===== src/rtl/updown_count_reg_if.sv =====
// Bus bundle for updown_count_reg: run control, operands from the external
// inc/dec stage, and the registered count and status flags.
interface updown_count_reg_if;
  logic       start;
  logic       stop;
  logic       en;
  logic       sel;
  logic [3:0] LoadVal;
  logic [3:0] Limit;
  logic [3:0] S;
  logic       CoutInc;
  logic [3:0] D;
  logic       CoutDec;
  logic [3:0] A;
  logic       Busy;
  logic       Done;
  logic       Wrap;

  modport master (
    output start, stop, en, sel, LoadVal, Limit, S, CoutInc, D, CoutDec,
    input  A, Busy, Done, Wrap
  );

  modport slave (
    input  start, stop, en, sel, LoadVal, Limit, S, CoutInc, D, CoutDec,
    output A, Busy, Done, Wrap
  );
endinterface


===== src/rtl/updown_count_reg.sv =====
// Up/down count register fed by an external incrementer/decrementer stage.
// Optional macro UDC_SATURATE_EN: a carrying step holds A instead of wrapping.
module updown_count_reg (
  input  logic              clk,
  input  logic              rst,
  updown_count_reg_if.slave bus,
  output logic [1:0]        state_o
);

  typedef enum logic [1:0] {
    IDLE  = 2'd0,
    COUNT = 2'd1,
    HOLD  = 2'd2
  } state_t;

  state_t     state_q, state_d;
  logic [3:0] a_q, a_d;
  logic       done_q, done_d;
  logic       wrap_q, wrap_d;
  logic [3:0] step_val;
  logic       step_carry;
  logic [3:0] step_next;

  // Pick the operand produced by the upstream stage for the current direction.
  always_comb begin
    step_val   = bus.sel ? bus.D : bus.S;
    step_carry = bus.sel ? bus.CoutDec : bus.CoutInc;
`ifdef UDC_SATURATE_EN
    step_next  = step_carry ? a_q : step_val;
`else
    step_next  = step_val;
`endif
  end

  always_comb begin
    state_d = state_q;
    a_d     = a_q;
    done_d  = 1'b0;
    wrap_d  = wrap_q;
    case (state_q)
      IDLE: begin
        if (bus.start) begin
          a_d     = bus.LoadVal;
          wrap_d  = 1'b0;
          state_d = COUNT;
        end
      end
      COUNT: begin
        // stop outranks the step and the Limit match
        if (bus.stop) begin
          state_d = IDLE;
        end else if (bus.en) begin
          a_d = step_next;
          if (step_carry) wrap_d = 1'b1;
          if (step_next == bus.Limit) begin
            done_d  = 1'b1;
            state_d = HOLD;
          end
        end
      end
      HOLD: begin
        state_d = IDLE;
      end
      default: begin
        state_d = IDLE;
      end
    endcase
  end

  always_ff @(posedge clk or posedge rst) begin
    if (rst) begin
      state_q <= IDLE;
      a_q     <= 4'd0;
      done_q  <= 1'b0;
      wrap_q  <= 1'b0;
    end else begin
      state_q <= state_d;
      a_q     <= a_d;
      done_q  <= done_d;
      wrap_q  <= wrap_d;
    end
  end

  assign bus.A    = a_q;
  assign bus.Busy = (state_q == COUNT);
  assign bus.Done = done_q;
  assign bus.Wrap = wrap_q;
  assign state_o  = state_q;

endmodule


===== src/flat_wrapper.sv =====
// flat-port wrapper written by rule: the top's interface ports become plain ports
module updown_count_reg_flat 
  (clk, rst, state_o, bus_start, bus_stop, bus_en, bus_sel, bus_LoadVal, bus_Limit, bus_S, bus_CoutInc, bus_D, bus_CoutDec, bus_A, bus_Busy, bus_Done, bus_Wrap);
  updown_count_reg_if bus_i ();
  input  logic clk;
  input  logic rst;
  output logic [1:0] state_o;
  input wire logic [$bits(bus_i.start)-1:0] bus_start;
  input wire logic [$bits(bus_i.stop)-1:0] bus_stop;
  input wire logic [$bits(bus_i.en)-1:0] bus_en;
  input wire logic [$bits(bus_i.sel)-1:0] bus_sel;
  input wire logic [$bits(bus_i.LoadVal)-1:0] bus_LoadVal;
  input wire logic [$bits(bus_i.Limit)-1:0] bus_Limit;
  input wire logic [$bits(bus_i.S)-1:0] bus_S;
  input wire logic [$bits(bus_i.CoutInc)-1:0] bus_CoutInc;
  input wire logic [$bits(bus_i.D)-1:0] bus_D;
  input wire logic [$bits(bus_i.CoutDec)-1:0] bus_CoutDec;
  output wire logic [$bits(bus_i.A)-1:0] bus_A;
  output wire logic [$bits(bus_i.Busy)-1:0] bus_Busy;
  output wire logic [$bits(bus_i.Done)-1:0] bus_Done;
  output wire logic [$bits(bus_i.Wrap)-1:0] bus_Wrap;
  assign bus_i.start = bus_start;
  assign bus_i.stop = bus_stop;
  assign bus_i.en = bus_en;
  assign bus_i.sel = bus_sel;
  assign bus_i.LoadVal = bus_LoadVal;
  assign bus_i.Limit = bus_Limit;
  assign bus_i.S = bus_S;
  assign bus_i.CoutInc = bus_CoutInc;
  assign bus_i.D = bus_D;
  assign bus_i.CoutDec = bus_CoutDec;
  assign bus_A = bus_i.A;
  assign bus_Busy = bus_i.Busy;
  assign bus_Done = bus_i.Done;
  assign bus_Wrap = bus_i.Wrap;
  updown_count_reg u_core (.clk(clk), .rst(rst), .bus(bus_i), .state_o(state_o));
endmodule

===== config.mk =====
export PLATFORM = sky130hd
export DESIGN_NAME = updown_count_reg_flat
export DESIGN_NICKNAME = d
export VERILOG_FILES = /design/src/rtl/updown_count_reg_if.sv /design/src/rtl/updown_count_reg.sv /design/src/flat_wrapper.sv
export SDC_FILE = /design/constraint.sdc
export NUM_CORES = 1
export LEC_CHECK = 0
export CORE_AREA = 4 4 41 43
export CTS_BUF_LIST = sky130_fd_sc_hd__clkbuf_4
export CTS_CLUSTER_DIAMETER = 120
export CTS_CLUSTER_SIZE = 28
export DETAILED_ROUTE_END_ITERATION = 10
export DIE_AREA = 0 0 45 47
export DONT_BUFFER_PORTS = 1
export GPL_TIMING_DRIVEN = 0
export PLACE_DENSITY_LB_ADDON = 0.12
export SYNTH_ARGS = -nofsm -noshare
export SYNTH_HDL_FRONTEND = slang
export SYNTH_SLANG_ARGS = --single-unit

===== constraint.sdc =====
create_clock -name clk -period 2.65 [get_ports clk]
set_clock_uncertainty 0.15 [all_clocks]
set_input_delay 0.3975 -clock clk [delete_from_list [all_inputs] [get_ports clk]]
set_output_delay 0.3975 -clock clk [all_outputs]
set_load 0.1 [all_outputs]

Word-level counts from Yosys, hierarchy flattened

Cells that the tools add are included.

Register bits: 8
Input port bits: 24
Output and inout bits: 9
Word-level logic and storage cells: 37

Equality and inequality tests: 8
Muxes and demuxes: 20
Reductions and logical operators: 5

Operators by type and width:

| cell                                                            | count |
|---|---|
| 4-bit two-way mux                                               | 4 |
| 1-bit two-way mux                                               | 9 |
| 2-bit two-way mux                                               | 4 |
| 4-bit one-hot mux with 2 select lines                           | 1 |
| 2-bit != test, second input constant                            | 3 |
| 5-bit AND reduction                                             | 1 |
| 4-bit == test                                                   | 1 |
| 2-bit one-hot mux with 2 select lines                           | 1 |
| 4-bit AND reduction                                             | 1 |
| 3-bit by 2-bit != test with 1-bit output, second input constant | 1 |
| 3-bit != test, second input constant                            | 1 |
| 3-bit AND reduction                                             | 1 |
| 2-bit by 1-bit == test with 1-bit output, second input constant | 1 |
| 2-bit zero test                                                 | 1 |
| 2-bit by 1-bit != test with 1-bit output, second input constant | 1 |
| 1-bit one-hot mux with 2 select lines                           | 1 |
| 2-bit nonzero test                                              | 1 |

Logic depth before layout (Yosys ltp)

Depth in word-level cells: 6
Mapped depth: 5
Gate-level depth less buffers: 4

Least setup slack after synthesis

OpenSTA, ideal clock, no wires.

Kind: register to output
Start: reg u_core.state_q[0], in the netlist u_core.state_o[0]
End: out bus_Busy
Data arrival time: 1.661 ns
Required time: 2.102 ns
Slack: 0.442 ns
Cell stages (with the launch flop): 4
Buffers on the path: 1
Cell sequence: dfrtp_1 > nand2b_1 > buf_2 > inv_2

Word-level cells in the longest chain between the ends: 1

RTL lines:

| what                                     | RTL line               | source |
|---|---|---|
| start, declared                          | updown_count_reg.sv:16 | `state_t state_q, state_d;` |
| start signal, assigned                   | updown_count_reg.sv:77 | `state_q <= state_d;` |
| 2-bit by 1-bit == test with 1-bit output | updown_count_reg.sv:85 | `assign bus.Busy = (state_q == COUNT);` |
| end, declared                            | flat_wrapper.sv:19     | `output wire logic [$bits(bus_i.Busy)-1:0] bus_Busy;` |

Every way passes these cells.

Worst setup path in the final report

Same ends and word-level chain as after synthesis.

==> metrics.cfg <==
[timing]
slew_violations = 0
hold_viol = 0
setup_viol = 0
relSlewSlack_pct = 33.89
fin_crit_ns = 2.560
fmax_mhz = 390.7
fin_setup_tns_ns = 0
worst_slew_pin_slew_ns = 0.9917
fin_crit_sh_pct = 96.59
rsz0062_at_grt = no

[global_routing]
grt_max_degree = 11
gr-total-overflow = 0
grt_pass1_wl_mm = 1.690
grtUsageTotal_pct = 11.68
antenna_found_initial = 0
grt_pass1_vias = 367

[worst_setup_path]
rrSetupSlack_ns = 0.49
r2r-start = u_core.state_o[1]
worstSetupPathType = flip-flop to primary output
startpoint = u_core.state_o[0]
worstPathArrival_ns = 2.01
critPathLaunchType = flip-flop
rr_endpoint = u_core.bus.A[1]
ff2ff_path_depth = 4
crit_required_ns = 2.10
crit_fanout = 10
worstSetupEndpointType = primary output
endpoint = bus_Busy

[power_and_ir_drop]
p_leak_nw = 0.2422
p_per_area_mw_per_mm2 = 1051
internal_power_w = 0.0002457
comb_power_share_pct = 18.7
ir_worst_vdd_mv = 0.5631
switchingPower_w = 0.0003423
clkPwrFrac_pct = 14.5
p_seq_share_pct = 66.8
swShare_pct = 58.22

[clocking]
cts_buffer_depth = 2
cts_tree = yes
cts_sinks = 8
post_cts_buffers = 0
cts_resized = 0
holdBufCountCts = 1
clk_latency_ns = 0.24
cts_buffers = 3
htree_levels = 1
path_clk_slew_ns = 0.05
cts_root_buffer = clkbuf_4

[synthesis]
avgSynthCellArea_um2 = 11.04
synth.largest_area_cell = dfrtp_1
syn_nets = 70
synth_cell_type_count = 22
synth_area_um2 = 508.0
synth_top_cell_area_share_pct = 39.41
synth_seq_cells = 8
yosys-top-cells-area = dfrtp_1 39%, mux2_2 8.9%, mux2i_2 5.4%, xor2_1 5.2%, nor3b_2 4.9%
ys_warn_count = 0
synth_cells = 46
yosysSeqAreaShare_pct = 39.41

[drt]
top_layer = met3
drc = 0
vias_per_cell = 5.292
post_drt_wl_per_cell_um = 16.91
wl_mm = 1.099
first_pass_iters = 2
postRouteAntennaNets = 0
vias = 344
dr_wl_met2_um = 641
wl_met1_um = 337
drt-initial-drc-count = 2
wl_met3_um = 119

[run_status]
status = finished clean

[flow_run]
maxCapViolCount = 0

[worst_hold_path]
min_path_type = primary input to flip-flop

[die]
fp.dieH_um = 47
core-area_mm2 = 0.001301
die_area_mm2 = 0.002115
std_cell_rows = 13
io_pins = 33
initial_core_util_pct = 39.04
die_width_um = 45

[layout]
nets = 76
mostFrequentLayoutCell = dfrtp_1
area_growth_pct = 10.10
drive_above_1_share_pct = 34.00
utilization_pct = 42.98
fillers = 128
antenna_cells = 0
final_cell_mix = 8 x dfrtp_1, 5 x nand2_1, 4 x mux2_2

[placement]
port_buffers = 0
gp_congestion = 0.7616
dp_hpwl_mm = 1.019

## through the flow
| stage | total power (W) | cells | worst slack (ns) | instance area [um2] | hold WS (ns) |
|---|---|---|---|---|---|
| 2_1_floorplan | 0.0004853 | 46 | 0.4419 | 508.0 | 0.06316 |
| 3_3_place_gp | 0.0005016 | 61 | 0.3379 | 526.8 | 0.08371 |
| 3_5_place_dp | 0.0005083 | 61 | 0.3353 | 526.8 | 0.09377 |
| 4_1_cts | 0.0005975 | 65 | 0.06356 | 559.3 | 0.05624 |
| 5_1_grt | 0.0006129 | 65 | 0.03264 | 559.3 | 0.04795 |
| 6_report | 0.0005880 | 65 | 0.09037 | 559.3 | 0.06601 |
## worst min path at each step
| stage | end | cells after the start | slack, ns | start |
|---|---|---|---|---|
| 4_1_cts | u_core.bus.Done | 1 | 0.06 | bus_stop |
| 3_3_place_gp | u_core.bus.A[2] | 1 | 0.08 | rst |
| 6_report | u_core.state_o[1] | 1 | 0.07 | bus_stop |
| 3_5_place_dp | u_core.bus.A[3] | 1 | 0.09 | rst |
| 5_1_grt | u_core.state_o[1] | 1 | 0.05 | bus_stop |
| 2_1_floorplan | u_core.bus.A[0] | 1 | 0.06 | rst |
## state kept, by name, indices dropped and copies added, names as in the netlist
signal and cells:
u_core.bus.A 4, u_core.bus.Done 1, u_core.bus.Wrap 1, u_core.state_o 2
## power groups by stage
stage / clock (W) / combinational (W) / sequential (W)
2_1_floorplan: 0 / 0.0000966 / 0.000389
6_report: 0.0000854 / 0.000110 / 0.000393
3_5_place_dp: 0 / 0.000112 / 0.000396
4_1_cts: 0.0000904 / 0.000113 / 0.000394
3_3_place_gp: 0 / 0.000107 / 0.000395
5_1_grt: 0.0000959 / 0.000122 / 0.000395
## synthesized netlist by cell type, drive strengths merged
| master | number |
|---|---|
| mux2i | 5 |
| dfrtp | 8 |
| nand3b | 1 |
| o21ai | 4 |
| nor3b | 2 |
| and4 | 1 |
| mux2 | 5 |
| o32ai | 1 |
| inv | 2 |
| buf | 2 |
| nand2b | 3 |
| xor2 | 3 |
| nor2 | 2 |
| a21oi | 2 |
| nand2 | 5 |
## layout make-up
| class | instances | area, um2 | area share [%] |
|---|---|---|---|
| repair buffers | 1 | 10.01 | 1.790 |
| plain buffers | 2 | 16.27 | 2.908 |
| clock buffers | 3 | 22.52 | 4.027 |
| well taps | 15 | 18.77 | 3.356 |
| inverters | 2 | 7.507 | 1.342 |
| multi-input cells | 34 | 284.0 | 50.78 |
| flip-flops and latches | 8 | 200.2 | 35.79 |
## per-layer routing
layer	up-vias	GRT usage [%]
li1	169	-
met1	160	9.906
met2	15	22.60
met3	0	3.448
met4	0	8.772
met5	-	0
## critical path: stages, from the launching register on
cell	delay [ns]
dfrtp_1	0.95
nand2b_1	0.21
buf_2	0.24
inv_2	0.37
## cells by family (layout without fill, tap and decap cells)
family	count (synthesis)	after routing	synth area share, %
AO/OA/AOI/OAI	7	7	8.372
multiplexers	10	10	24.88
AND/OR/NAND/NOR	14	14	17.49
flip-flops	8	8	39.41
XOR/XNOR	3	3	5.173
buffers and inverters	4	8	4.677
Power figures use the tool's default switching activity.
==> RTL edit (same settings) <==
`a_q` no longer has a reset.
--- a/src/rtl/updown_count_reg.sv
+++ b/src/rtl/updown_count_reg.sv
@@ -71,13 +71,15 @@
     if (rst) begin
       state_q <= IDLE;
-      a_q     <= 4'd0;
       done_q  <= 1'b0;
       wrap_q  <= 1'b0;
     end else begin
       state_q <= state_d;
-      a_q     <= a_d;
       done_q  <= done_d;
       wrap_q  <= wrap_d;
     end
+  end
+
+  always_ff @(posedge clk) begin
+    a_q <= a_d;
   end
 
Formal check against the unedited RTL: not equivalent (a bounded check fails within 4 cycles, from zero or initial values and one cycle with rst high).
==> RTL edit against the unedited design <==
- power is 20% lower
- cell count decreased by 1.5%
- design area is 9.4% lower
- sequential cell count did not move
- non-clock buffer count stayed put
- routed wire length fell by 4.5%
- setup slack lost 0.019 ns
- critical path depth unchanged
- area after synthesis decreased by 12%
- first-iteration DRC count rose to 2.5 times the old value
- highest routed layer is now met4
- core utilization is 4.0 points lower
==> RTL edit: results (changes against the unedited design) <==
status finished, final reports clean; Routed WL 1050 um (-4.5%); max_slew headroom 38.9% (+5.0 points); initial antenna violation count 0 (unchanged); DP Area 464 um2 (-12%); Synth Net Count 68 (-2.9%); vias 349 (+1.5%); Worst path slowest cell dfrtp_2; GRT met3 Usage 1.92% (-1.5 points); Detailed Routing Iterations Pass 1 4 (+2); reg2reg start u_core.state_o[1]$_DFFE_PP0P_; RD Place Congestion 0.713 (-6.4%); Arr. time, crit path 2.03 ns (+0.02 ns); number of global-route vias before repair 365 (-0.54%); worst reg2reg endpoint u_core.bus.A[3]$_DFFE_PP_; dpl hpwl 921 um (-9.6%); CP peak stage delay 0.72 ns (-0.23 ns); first-pass GRT wire length 1490 um (-12%); XOR/XNOR share of the synthesized area 5.90% (+0.73 points); # diodes 0 (unchanged); Post-Place Cells 59 (-3.3%); share of layout cells above drive strength 1 14.3% (-20 points); Iteration-0 DRC Markers 5 (+3); maxcap violations 0 (unchanged); total track usage 10.2% (-1.5 points); register area share after synthesis 49.4% (+10 points); most frequent cells after synthesis 6 x mux2i_1, 6 x nand2_1, 4 x dfrtp_1, 4 x edfxtp_1, 4 x o21ai_0; top post-synthesis cells by area edfxtp_1 27%, dfrtp_1 22%, mux2i_1 13%; Worst-path clk slew 0.05 ns (about the same); post-synthesis mux area share 13.5% (-11 points); clk_lat worst skew 0.24 ns (about the same); Distinct cells, synth 16 (-27%); Post-Layout Cell Count 64 (-1.5%); area leader, netlist edfxtp_1; Post-synth EDFFs 4 (+4); Hold Path Stages 1 (unchanged); final net count 74 (-2.6%); hold slack 0.0691 ns (+0.00313 ns); met2 Use GR 17.5% (-5.1 points); post-synthesis compound-gate area fraction 9.83% (+1.5 points); FFs w/ async S/R, synth 50.0% (-50 points); Leak Pwr 0.219 nW (-9.5%); min-delay worst type in2reg; worst reg-to-reg path cell count 3 (-1); clock tree buffer depth 2 (unchanged); cell internal pwr 0.000244 W (-0.61%); met1 usage 10.1% (+0.16 points); Avg Cell Area, Syn 10.1 um2 (-8.3%); pin count of the biggest net entering global routing 11 (unchanged); Setup crit start u_core.state_o[0]$_DFFE_PP0P_; max reg flops 4 (unchanged); CTS buffer count 3 (unchanged); r2r setup slk 0.84 ns (+0.35 ns); hold path startpoint bus_stop; Max IR drop VDD 0.275 mV (-51%); max-slew violations 0 (unchanged); clk root buf clkbuf_4
-- RTL edit: cell types whose count changed after synthesis, sizes merged, moves of 2 or more --
| cell | change |
|---|---|
| nor3 | +2 |
| edfxtp | +4 |
| mux2 | -5 |
| nor3b | -2 |
| dfrtp | -4 |
-- RTL edit: cells by family after synthesis --
logic type	after synthesis
AND/OR/NAND/NOR	15
AO/OA/AOI/OAI	8
multiplexers	6
XOR/XNOR	3
flip-flops	8
buffers and inverters	4
-- RTL edit: final cells by class --
type,instances,area [um2]
repair buffers,1,10.0
clock buffers,4,30.0
multi-input cells,32,203
well taps,15,18.8
plain buffers,2,15.0
fillers,141,795
flip-flops and latches,8,223
inverters,2,7.51
-- RTL edit: power groups by stage --
stage | clock [W] | combinational, W | sequential [W]
finish | 0.000106 | 0.0000782 | 0.000286
global route | 0.000116 | 0.0000863 | 0.000287
CTS | 0.000110 | 0.0000793 | 0.000287
detailed placement | 0 | 0.0000782 | 0.000288
global placement | 0 | 0.0000745 | 0.000287
floorplan | 0 | 0.0000674 | 0.000283
-- RTL edit: routing by layer --
metal  routed length, um  vias to the layer above
met3                 115                        2
met1                 366                      157
met5                   0                        -
li1                    -                      163
met2                 548                       27
met4                  19                        0
-- RTL edit: critical path, delay by kind of cell, from the launching register on --
family | cells | cell delay, ns
buf+inv | 2 | 0.89
flops | 1 | 0.72
simple gates | 1 | 0.18
-- RTL edit: stage by stage --
stage / power, W / setup WS, ns
after floorplan: 0.000351 / 0.142
after global placement: 0.000361 / 0.0260
after detailed placement: 0.000366 / -0.00549
after CTS: 0.000476 / 0.0595
after global routing: 0.000490 / 0.0212
final: 0.000470 / 0.0715
-- RTL edit: what timing repair did --
item,in CTS,in global routing
endpoints found under the hold margin,4,0
resized for setup,2,0
hold buffers,1,0
endpoints found under the setup margin,1,0
